<file path="src/rtl/cmp_operand_loader.sv">
// Serial operand loader for a 4-bit comparator: shifts A/B in MSB-first, presents them,
// latches the comparator flags and holds the result. Optional macro CMP_PARITY_EN adds a 9th even-parity bit.
module cmp_operand_loader #(
  parameter int unsigned GAP_MAX = 15
) (
  input  logic       clk,
  input  logic       rst_n,
  input  logic       ser_in,
  input  logic       ser_valid,
  output logic       ser_ready,
  output logic [3:0] a,
  output logic [3:0] b,
  output logic       op_valid,
  input  logic       a_gb,
  input  logic       a_lb,
  input  logic       a_eb,
  output logic [2:0] res,
  output logic       res_valid,
  input  logic       res_ready,
  output logic       err,
  input  logic       err_clr
);

`ifdef CMP_PARITY_EN
  localparam int FRAME_W = 9;
`else
  localparam int FRAME_W = 8;
`endif
  localparam int CNT_W = 4;
  localparam int GAP_W = 8;

  typedef enum logic [1:0] {
    S_IDLE,
    S_SHIFT,
    S_EVAL,
    S_HOLD
  } state_t;

  state_t             r_state, w_state_next;
  logic [FRAME_W-2:0] r_sr, w_sr_next;
  logic [CNT_W-1:0]   r_cnt, w_cnt_next;
  logic [GAP_W-1:0]   r_gap, w_gap_next;
  logic [3:0]         r_a, w_a_next;
  logic [3:0]         r_b, w_b_next;
  logic [2:0]         r_res, w_res_next;
  logic               r_err, w_err_next;

  logic               w_err_set;
  logic               w_ser_ready;
  logic               w_op_valid;
  logic               w_res_valid;
  logic [FRAME_W-1:0] w_frame;
  logic [7:0]         w_ab;
  logic [2:0]         w_flags;
  logic               w_last_bit;
  logic               w_timeout;
  logic               w_flags_onehot;
  logic               w_frame_ok;

  // w_frame is the complete frame as it would look once the current bit is shifted in.
  assign w_frame        = {r_sr, ser_in};
  assign w_ab           = w_frame[FRAME_W-1 -: 8];
  assign w_last_bit     = (r_cnt == CNT_W'(FRAME_W - 1));
  assign w_timeout      = (r_gap >= GAP_W'(GAP_MAX));
  assign w_flags        = {a_gb, a_lb, a_eb};
  assign w_flags_onehot = (w_flags == 3'b100) || (w_flags == 3'b010) || (w_flags == 3'b001);

`ifdef CMP_PARITY_EN
  // Even parity: the nine received bits must contain an even number of ones.
  assign w_frame_ok = ~(^w_frame);
`else
  assign w_frame_ok = 1'b1;
`endif

  always_comb begin
    w_state_next = r_state;
    w_sr_next    = r_sr;
    w_cnt_next   = r_cnt;
    w_gap_next   = r_gap;
    w_a_next     = r_a;
    w_b_next     = r_b;
    w_res_next   = r_res;
    w_err_next   = r_err;
    w_err_set    = 1'b0;
    w_ser_ready  = 1'b0;
    w_op_valid   = 1'b0;
    w_res_valid  = 1'b0;

    unique case (r_state)
      S_IDLE: begin
        w_ser_ready = 1'b1;
        if (ser_valid) begin
          w_sr_next    = {{(FRAME_W-2){1'b0}}, ser_in};
          w_cnt_next   = CNT_W'(1);
          w_gap_next   = '0;
          w_state_next = S_SHIFT;
        end
      end

      S_SHIFT: begin
        if (w_timeout) begin
          // Ready is withheld on the timeout cycle so a late bit cannot slip into a dropped frame.
          w_err_set    = 1'b1;
          w_sr_next    = '0;
          w_cnt_next   = '0;
          w_gap_next   = '0;
          w_state_next = S_IDLE;
        end else begin
          w_ser_ready = 1'b1;
          if (ser_valid) begin
            w_sr_next  = w_frame[FRAME_W-2:0];
            w_gap_next = '0;
            if (w_last_bit) begin
              w_cnt_next = '0;
              if (w_frame_ok) begin
                w_a_next     = w_ab[7:4];
                w_b_next     = w_ab[3:0];
                w_state_next = S_EVAL;
              end else begin
                w_err_set    = 1'b1;
                w_state_next = S_IDLE;
              end
            end else begin
              w_cnt_next = r_cnt + CNT_W'(1);
            end
          end else begin
            w_gap_next = r_gap + GAP_W'(1);
          end
        end
      end

      S_EVAL: begin
        w_op_valid   = 1'b1;
        w_res_next   = w_flags;
        w_err_set    = ~w_flags_onehot;
        w_state_next = S_HOLD;
      end

      S_HOLD: begin
        w_res_valid = 1'b1;
        if (res_ready) begin
          w_state_next = S_IDLE;
        end
      end

      default: begin
        w_state_next = S_IDLE;
      end
    endcase

    // A new error in the same cycle as a clear request wins.
    if (err_clr) begin
      w_err_next = 1'b0;
    end
    if (w_err_set) begin
      w_err_next = 1'b1;
    end
  end

  always_ff @(posedge clk or negedge rst_n) begin
    if (!rst_n) begin
      r_state <= S_IDLE;
      r_sr    <= '0;
      r_cnt   <= '0;
      r_gap   <= '0;
      r_a     <= '0;
      r_b     <= '0;
      r_res   <= '0;
      r_err   <= 1'b0;
    end else begin
      r_state <= w_state_next;
      r_sr    <= w_sr_next;
      r_cnt   <= w_cnt_next;
      r_gap   <= w_gap_next;
      r_a     <= w_a_next;
      r_b     <= w_b_next;
      r_res   <= w_res_next;
      r_err   <= w_err_next;
    end
  end

  assign ser_ready = w_ser_ready;
  assign op_valid  = w_op_valid;
  assign res_valid = w_res_valid;
  assign a         = r_a;
  assign b         = r_b;
  assign res       = r_res;
  assign err       = r_err;

endmodule
</file>
<file path="config.mk">
export PLATFORM = sky130hd
export DESIGN_NAME = cmp_operand_loader
export DESIGN_NICKNAME = d
export VERILOG_FILES = /design/src/rtl/cmp_operand_loader.sv
export SDC_FILE = /design/constraint.sdc
export NUM_CORES = 1
export LEC_CHECK = 0
export ABC_AREA = 1
export CAP_MARGIN = 20
export CORE_MARGIN = 2
export CORE_UTILIZATION = 50
export CTS_BUF_LIST = sky130_fd_sc_hd__clkbuf_16
export DETAILED_ROUTE_END_ITERATION = 10
export DONT_BUFFER_PORTS = 1
export GPL_TIMING_DRIVEN = 0
export PLACE_DENSITY = 0.68
export RECOVER_POWER = 100
export SLEW_MARGIN = 40
export SYNTH_ARGS = -nofsm -noshare
export SYNTH_HDL_FRONTEND = slang
export SYNTH_SLANG_ARGS = --single-unit
</file>
<file path="constraint.sdc">
create_clock -name clk -period 1.7 [get_ports clk]
set_clock_uncertainty 0.15 [all_clocks]
set_input_delay 0.255 -clock clk [delete_from_list [all_inputs] [get_ports clk]]
set_output_delay 0.255 -clock clk [all_outputs]
set_load 0.03 [all_outputs]
</file>
==> results.ini, run 1 <==
[cells_and_area]
fillerInstances = 211
finalInstanceArea_sq_mm = 0.00221
nNetsFinal = 225
final-seq-area_sq_um = 826
drive_gt1_share_pct = 37.0
diodes = 0
areaGrowthSynthToFinish_pct = 36.1
multi_input_area_sq_um = 795

[clock_tree]
cts.sinks = 33
path_clk_slew_ns = 0.05
cts_max_path_buffers = 2
clkLatencyLatePin_ns = 0.27
root_buffer = clkbuf_16
cts_max_level = 2
cts_tree = yes
cts_buffers = 5

[status]
violations = setup timing
status = complete, but fails checks

[logic_synthesis]
yosys_most_used_dff = dfrtp_1
synth_top_area_share_pct = 50.8
synth_top_cell_by_area = dfrtp_1
syn-instance-count = 174
async_flop_share_pct = 100
postSynthAreaPerCell_sq_um = 9.33
synth-edff-count = 0
ys_seq_elements = 33
yosys_warnings = 0
synthTopCellsByCount = nand2_1 (34), dfrtp_1 (33), inv_1 (24)
yosysSeqAreaShare_pct = 50.8
synth.distinct_cells = 25
synth_area_sq_mm = 0.00162
ys_top_cells_by_area = dfrtp_1 (51%), nand2_1 (7.9%), inv_1 (5.5%)
synth_nets = 190
yosysMostFrequentCell = nand2_1

[placement]
place_ws_ns = -0.154
placed_area_sq_mm = 0.00168
dp_hpwl_um = 1960
globalplace.congestion = 0.844
portBuffers = 0

[routing]
viasPerCell = 5.19
wl_um = 3490
drc = 0
drt-pass1-iter-count = 4
drt.antenna.violating_nets = 0
post_drt_wl_per_cell_um = 13.8
drtIter0Drc = 59
num_vias = 1309

[global_routing]
grt_max_degree = 34
antenna_found_initial = 0
grt_remaining_overflow = 0
grt_pass1_wl_um = 5170
groute.usage.overall_pct = 19.4
first_global_vias = 1264

[pwr]
pwr-share-comb_pct = 42.2
p_int_w = 0.00213
p_leak_nw = 1.01
sw_frac_of_total_pct = 39.4
power_frac_clock_pct = 23.0
switchingPower_w = 0.00139
powerDensity_mw_per_mm2 = 1590
p_seq_share_pct = 34.8
ir_worst_vdd_uv = 1260

[critical_path]
critPathKind = register to register
startpoint_type = register
cp.required_ns = 1.71
critPathMaxFanout = 5
critPathBufInv = 1
cp-end-kind = register
worstPathArrival_ns = 1.72
path_cells = ha_4, nand3_2, nand3_4, nor2_4, nand4_4, buf_8, nand2_2, o21ai_2
critical_path.max_stage_delay_ns = 0.41
crit_slowest_cell = dfrtp_1
critPathTopFamily = simple AND/OR/NAND/NOR gates

[sta]
report.final.setup_viol = 3
setup_slack_ns = -0.0124
rsz0062_at_grt = true
maxSlewHeadroom_pct = 46.6
period_minus_slack_ns = 1.71
hold_violations = 0
finalCritPeriodShare_pct = 101
max_slew.worst_pin.slew_ns = 0.802
maxSlewViolCount = 0
fmax_ghz = 0.584

[die]
start_util_pct = 52.8
pin_count = 24
die_area_sq_mm = 0.00372
die_y_um = 61.0
die_w_um = 61.0
row_count = 20
core_area_sq_mm = 0.00308

[worst_hold_path]
hp-class = input pin to register

[run]
max-cap-violations = 0

[state kept, by name, summed over array words and instances (netlist names), named ones only]
| signal | cells |
|---|---|
| err | 1 |
| r_gap | 8 |
| r_state | 1 |
| b | 4 |
| r_sr | 7 |
| a | 4 |
| res | 3 |
| r_cnt | 4 |
[through the flow]
stage | cells | setup TNS, ns | util, % | power, W | hold slack (ns)
2_1_floorplan | 174 | 0 | - | 0.00206 | -0.191
3_3_place_gp | 218 | -1.16 | 54.6 | 0.00220 | -0.190
3_5_place_dp | 218 | -1.76 | 54.6 | 0.00224 | -0.190
4_1_cts | 247 | -0.115 | 68.1 | 0.00332 | 0.0303
5_1_grt | 252 | -0.562 | 71.8 | 0.00372 | 0.0583
6_report | 252 | -0.0275 | 71.8 | 0.00351 | 0.0463
[cells in the final DEF (no fill, tap or decap), drive strengths merged]
cell,netlist,layout
a21oi,3,3
buf,2,22
clkbuf,0,6
clkinv,0,1
dfrtp,33,33
dlygate4sd3,0,7
ha,7,7
inv,27,27
mux2,3,3
nand2,37,37
nand3,12,12
nand4,3,3
nor2,19,19
nor3,3,3
o21ai,17,17
o22ai,7,7
xor2,1,1
[final cells by class]
class,instances,area share [%]
Clock buffer,5,5.66
Inverter,27,4.81
Sequential cell,33,37.4
Buffer,2,1.19
Timing Repair Buffer,28,12.3
Multi-Input combinational cell,112,35.9
Clock inverter,1,0.226
Tap cell,44,2.49
[logic make-up after synthesis]
family | count (synthesis) | synth area share [%]
adders and majority gates | 7 | 5.39
AOI/OAI and AO/OA | 27 | 11.4
and+or+nand+nor | 74 | 22.1
muxes | 3 | 2.08
xor gates and xnor gates | 1 | 0.539
DFF | 33 | 50.8
buffers and inverters | 29 | 7.63
[layer usage]
| layer | vias to the layer above | part of all wire (%) | GRT usage [%] |
|---|---|---|---|
| met3 | 4 | 4.4 | 5.33 |
| met5 | - | 0 | 0 |
| li1 | 627 | - | - |
| met1 | 640 | 42 | 21.4 |
| met4 | 0 | 0.98 | 9.32 |
| met2 | 38 | 53 | 34.4 |
[worst reg2reg max path, delay by kind of cell (launching register included)]
family                     cells  cell delay (ns)
and+or+nand+nor                5             0.58
adders and majority gates      1             0.19
AOI/OAI and AO/OA              1             0.05
DFF                            1             0.41
buffers and inverters          1             0.21
[timing repair]
item / 4_1_cts / 5_1_grt
hold buffers: 8 / 0
pin swaps: 6 / 9
setup endpoints to repair: 22 / 22
resized for setup: 18 / 24
buffers inserted: 14 / 5
cloned: 1 / 0
hold endpoints to repair: 40 / 0
[worst paths after layout]
kind / startpoint / to / slack [ns] / depth (start not counted)
setup / recovery: r_gap[0]$_DFFE_PN0P_ / a[2]$_DFFE_PN0P_ / -0.01 / 8
hold / removal: ser_valid / r_gap[1]$_DFFE_PN0P_ / 0.05 / 3
setup reg to reg: r_gap[0]$_DFFE_PN0P_ / a[2]$_DFFE_PN0P_ / -0.01 / 8
hold reg to reg: r_sr[0]$_DFFE_PN0P_ / r_sr[0]$_DFFE_PN0P_ / 0.34 / 2
max in group asynchronous: rst_n / asynchronous set/reset pin / 0.42 / 2
min in group asynchronous: rst_n / r_gap[2]$_DFFE_PN0P_ / 0.48 / 2
[power groups by stage]
stage / clock (W) / combinational, W / sequential, W
3_5_place_dp: 0 / 0.00101 / 0.00123
5_1_grt: 0.000869 / 0.00161 / 0.00124
6_report: 0.000809 / 0.00148 / 0.00122
3_3_place_gp: 0 / 0.000981 / 0.00122
2_1_floorplan: 0 / 0.000861 / 0.00119
4_1_cts: 0.000823 / 0.00129 / 0.00120
Power figures use the tool's default switching activity.
==> run 2, diff against run 1 <==
ABC_AREA = 0   (was 1)
CTS_CLUSTER_DIAMETER = 80   (was default)
==> results.ini, run 2 <==
[clock_tree]
cts_tree = yes
cts_max_level = 2  ; unchanged
clkLatencyLatePin_ns = 0.27  ; about the same
cts_buffers = 5  ; unchanged
cts_max_path_buffers = 2  ; unchanged
cts.sinks = 33  ; unchanged
root_buffer = clkbuf_16
path_clk_slew_ns = 0.05  ; about the same

[sta]
period_minus_slack_ns = 1.96  ; +0.246 ns
maxSlewHeadroom_pct = 47.8  ; +1.2 points
fmax_ghz = 0.511  ; -13%
setup_slack_ns = -0.258  ; -0.246 ns
finalCritPeriodShare_pct = 115  ; +14 points
report.final.setup_viol = 25  ; +22
rsz0062_at_grt = true
maxSlewViolCount = 0  ; unchanged
max_slew.worst_pin.slew_ns = 0.783  ; -0.0185 ns
hold_violations = 0  ; unchanged
fin_hold_ws_ns = 0.0231  ; -0.0232 ns

[routing]
drtIter0Drc = 59  ; unchanged
drt.antenna.violating_nets = 0  ; unchanged
post_drt_wl_per_cell_um = 16.0  ; +15%
viasPerCell = 5.56  ; +7.1%
num_vias = 1124  ; -14%
drc = 0  ; unchanged
drt-pass1-iter-count = 4  ; unchanged
wl_um = 3230  ; -7.5%

[critical_path]
timing.rr.end = r_gap[3]$_DFFE_PN0P_
cp.required_ns = 1.29  ; -0.42 ns
rr_worst_depth = 5  ; -3
critPathMaxFanout = 6  ; +1
worstPathArrival_ns = 1.55  ; -0.17 ns
worstReg2RegStart = r_gap[6]$_DFFE_PN0P_
regToRegSetupSlack_ns = -0.25  ; -0.24 ns
cp-end-kind = output pin
critPathKind = register to output pin
startpoint_type = register

[global_routing]
first_global_vias = 1095  ; -13%
grt_max_degree = 34  ; unchanged
antenna_found_initial = 0  ; unchanged
groute.usage.overall_pct = 19.8  ; +0.38 points
grt_remaining_overflow = 0  ; unchanged
grt_pass1_wl_um = 5110  ; -1.1%

[cells_and_area]
drive_gt1_share_pct = 39.9  ; +2.9 points
layout_commonest_cell = dfrtp_1
fillerInstances = 241  ; +14%
largest_reg_flops = 8  ; unchanged
final-seq-area_sq_um = 827  ; +0.15%
reg.largest.list = r_gap: 8 flops, r_sr: 7 flops
areaGrowthSynthToFinish_pct = 28.4
nNetsFinal = 173  ; -23%
final_cell_mix = dfrtp_1 (32), nand2_1 (11), buf_4 (11)
diodes = 0  ; unchanged
multi_input_area_sq_um = 822  ; +3.5%
fin_cells = 202  ; -20%
regMostFlops = r_gap

[placement]
place_ws_ns = -0.632  ; -0.477 ns
globalplace.congestion = 0.762  ; -9.8%
dp_cells = 174  ; -20%
dp_hpwl_um = 1930  ; -1.6%
portBuffers = 0  ; unchanged

[die]
die_area_sq_mm = 0.00368  ; -1.1%
pin_count = 24  ; unchanged
die_y_um = 60.6  ; -0.57%
die_w_um = 60.6  ; -0.57%
row_count = 20  ; unchanged
start_util_pct = 52.5  ; -0.22 points
core_area_sq_mm = 0.00305  ; -0.81%

[logic_synthesis]
synth.distinct_cells = 39  ; +56%
synthTopCellsByCount = dfrtp_1 (33), nand2_1 (11), o21ai_0 (9)
synth_nets = 146  ; -23%
synth_top_area_share_pct = 51.5  ; +0.63 points
synth-edff-count = 0  ; unchanged
syn-instance-count = 130  ; -25%
yosysMostFrequentCell = dfrtp_1
postSynthAreaPerCell_sq_um = 12.3  ; +32%
yosys_most_used_dff = dfrtp_1
async_flop_share_pct = 100  ; unchanged
ys_seq_elements = 33  ; unchanged
synth_top_cell_by_area = dfrtp_1
synth_area_sq_mm = 0.00160  ; -1.2%
yosysSeqAreaShare_pct = 51.5  ; +0.63 points
ys_top_cells_by_area = dfrtp_1 (51%), mux2_4 (7.5%), ha_1 (5.5%)
yosys_warnings = 0  ; unchanged

[worst_hold_path]
min_to = err$_DFFE_PN0P_
whs_path_depth = 2  ; -1
worstHoldStart = err_clr
hp-class = input pin to register

[status]
status = complete, but fails checks
violations = setup timing

[run]
max-cap-violations = 0  ; unchanged

[pwr]
powerDensity_mw_per_mm2 = 1670  ; +5.3%
ir_worst_vdd_uv = 864  ; -31%
total_power_w = 0.00345  ; -1.9%
p_leak_nw = 0.967  ; -4.6%

run 2: metrics by stage:
stage | utilization [%] | cell area, sq um | TNS (ns)
after floorplan | - | 1620 | -3.66
after global placement | 54.9 | 1680 | -7.33
after detailed placement | 54.9 | 1680 | -8.29
after CTS | 65.6 | 2000 | -6.26
after global routing | 67.5 | 2060 | -7.04
final | 67.5 | 2060 | -5.62
run 2: final cells by class:
class | instances | share of cell area (%)
flip-flops and latches | 33 | 40.2
multi-input cells | 91 | 39.9
repair buffers | 21 | 8.81
clock buffers | 5 | 6.08
well taps | 44 | 2.67
plain buffers | 2 | 1.22
clock inverters | 3 | 0.608
inverters | 3 | 0.547
run 2: cell families after synthesis:
logic type / share of synthesized area [%]
xor gates and xnor gates: 1.09
adders and majority gates: 5.46
DFF: 51.5
buffers and inverters: 2.50
muxes: 11.5
and+or+nand+nor: 14.3
AOI/OAI and AO/OA: 13.7
run 2: power by group:
part	switching (W)	internal (W)	total [W]
Combinational	0.000547	0.000677	0.00122
Sequential	0.000372	0.00101	0.00139
Clock	0.000311	0.000528	0.000839
Total	0.00123	0.00222	0.00345
run 2: critical path, cell delays in order (launching register included):
cell and delay [ns]:
dfrtp_1 0.38, buf_4 0.15, nor4_2 0.33, nand3_2 0.23, nand2b_4 0.18
run 2: per-layer routing:
metal	global-route usage, %	vias up	share of wire [%]
met5	0	-	0
met1	22.1	563	43
li1	-	524	-
met2	32.6	27	50
met4	11.5	0	3.3
met3	7.25	10	4.2
run 2: worst max-delay path by stage:
stage	endpoint	startpoint	cells after the start	slack [ns]
after floorplan	a[0]$_DFFE_PN0P_	r_gap[7]$_DFFE_PN0P_	5	-0.39
after CTS	b[2]$_DFFE_PN0P_	r_gap[6]$_DFFE_PN0P_	4	-0.31
after global placement	a[1]$_DFFE_PN0P_	register	7	-0.59
final	ser_ready	r_gap[6]$_DFFE_PN0P_	4	-0.26
after global routing	ser_ready	r_gap[6]$_DFFE_PN0P_	4	-0.32
after detailed placement	b[2]$_DFFE_PN0P_	register	7	-0.63
run 2: timing repair:
item | 4_1_cts | 5_1_grt
cloned | 1 | 0
gates resized for setup | 11 | 12
setup buffers | 10 | 3
pin swaps | 4 | 5
endpoints found under the hold margin | 39 | 0
setup endpoints to repair | 27 | 27
hold buffers | 7 | 0
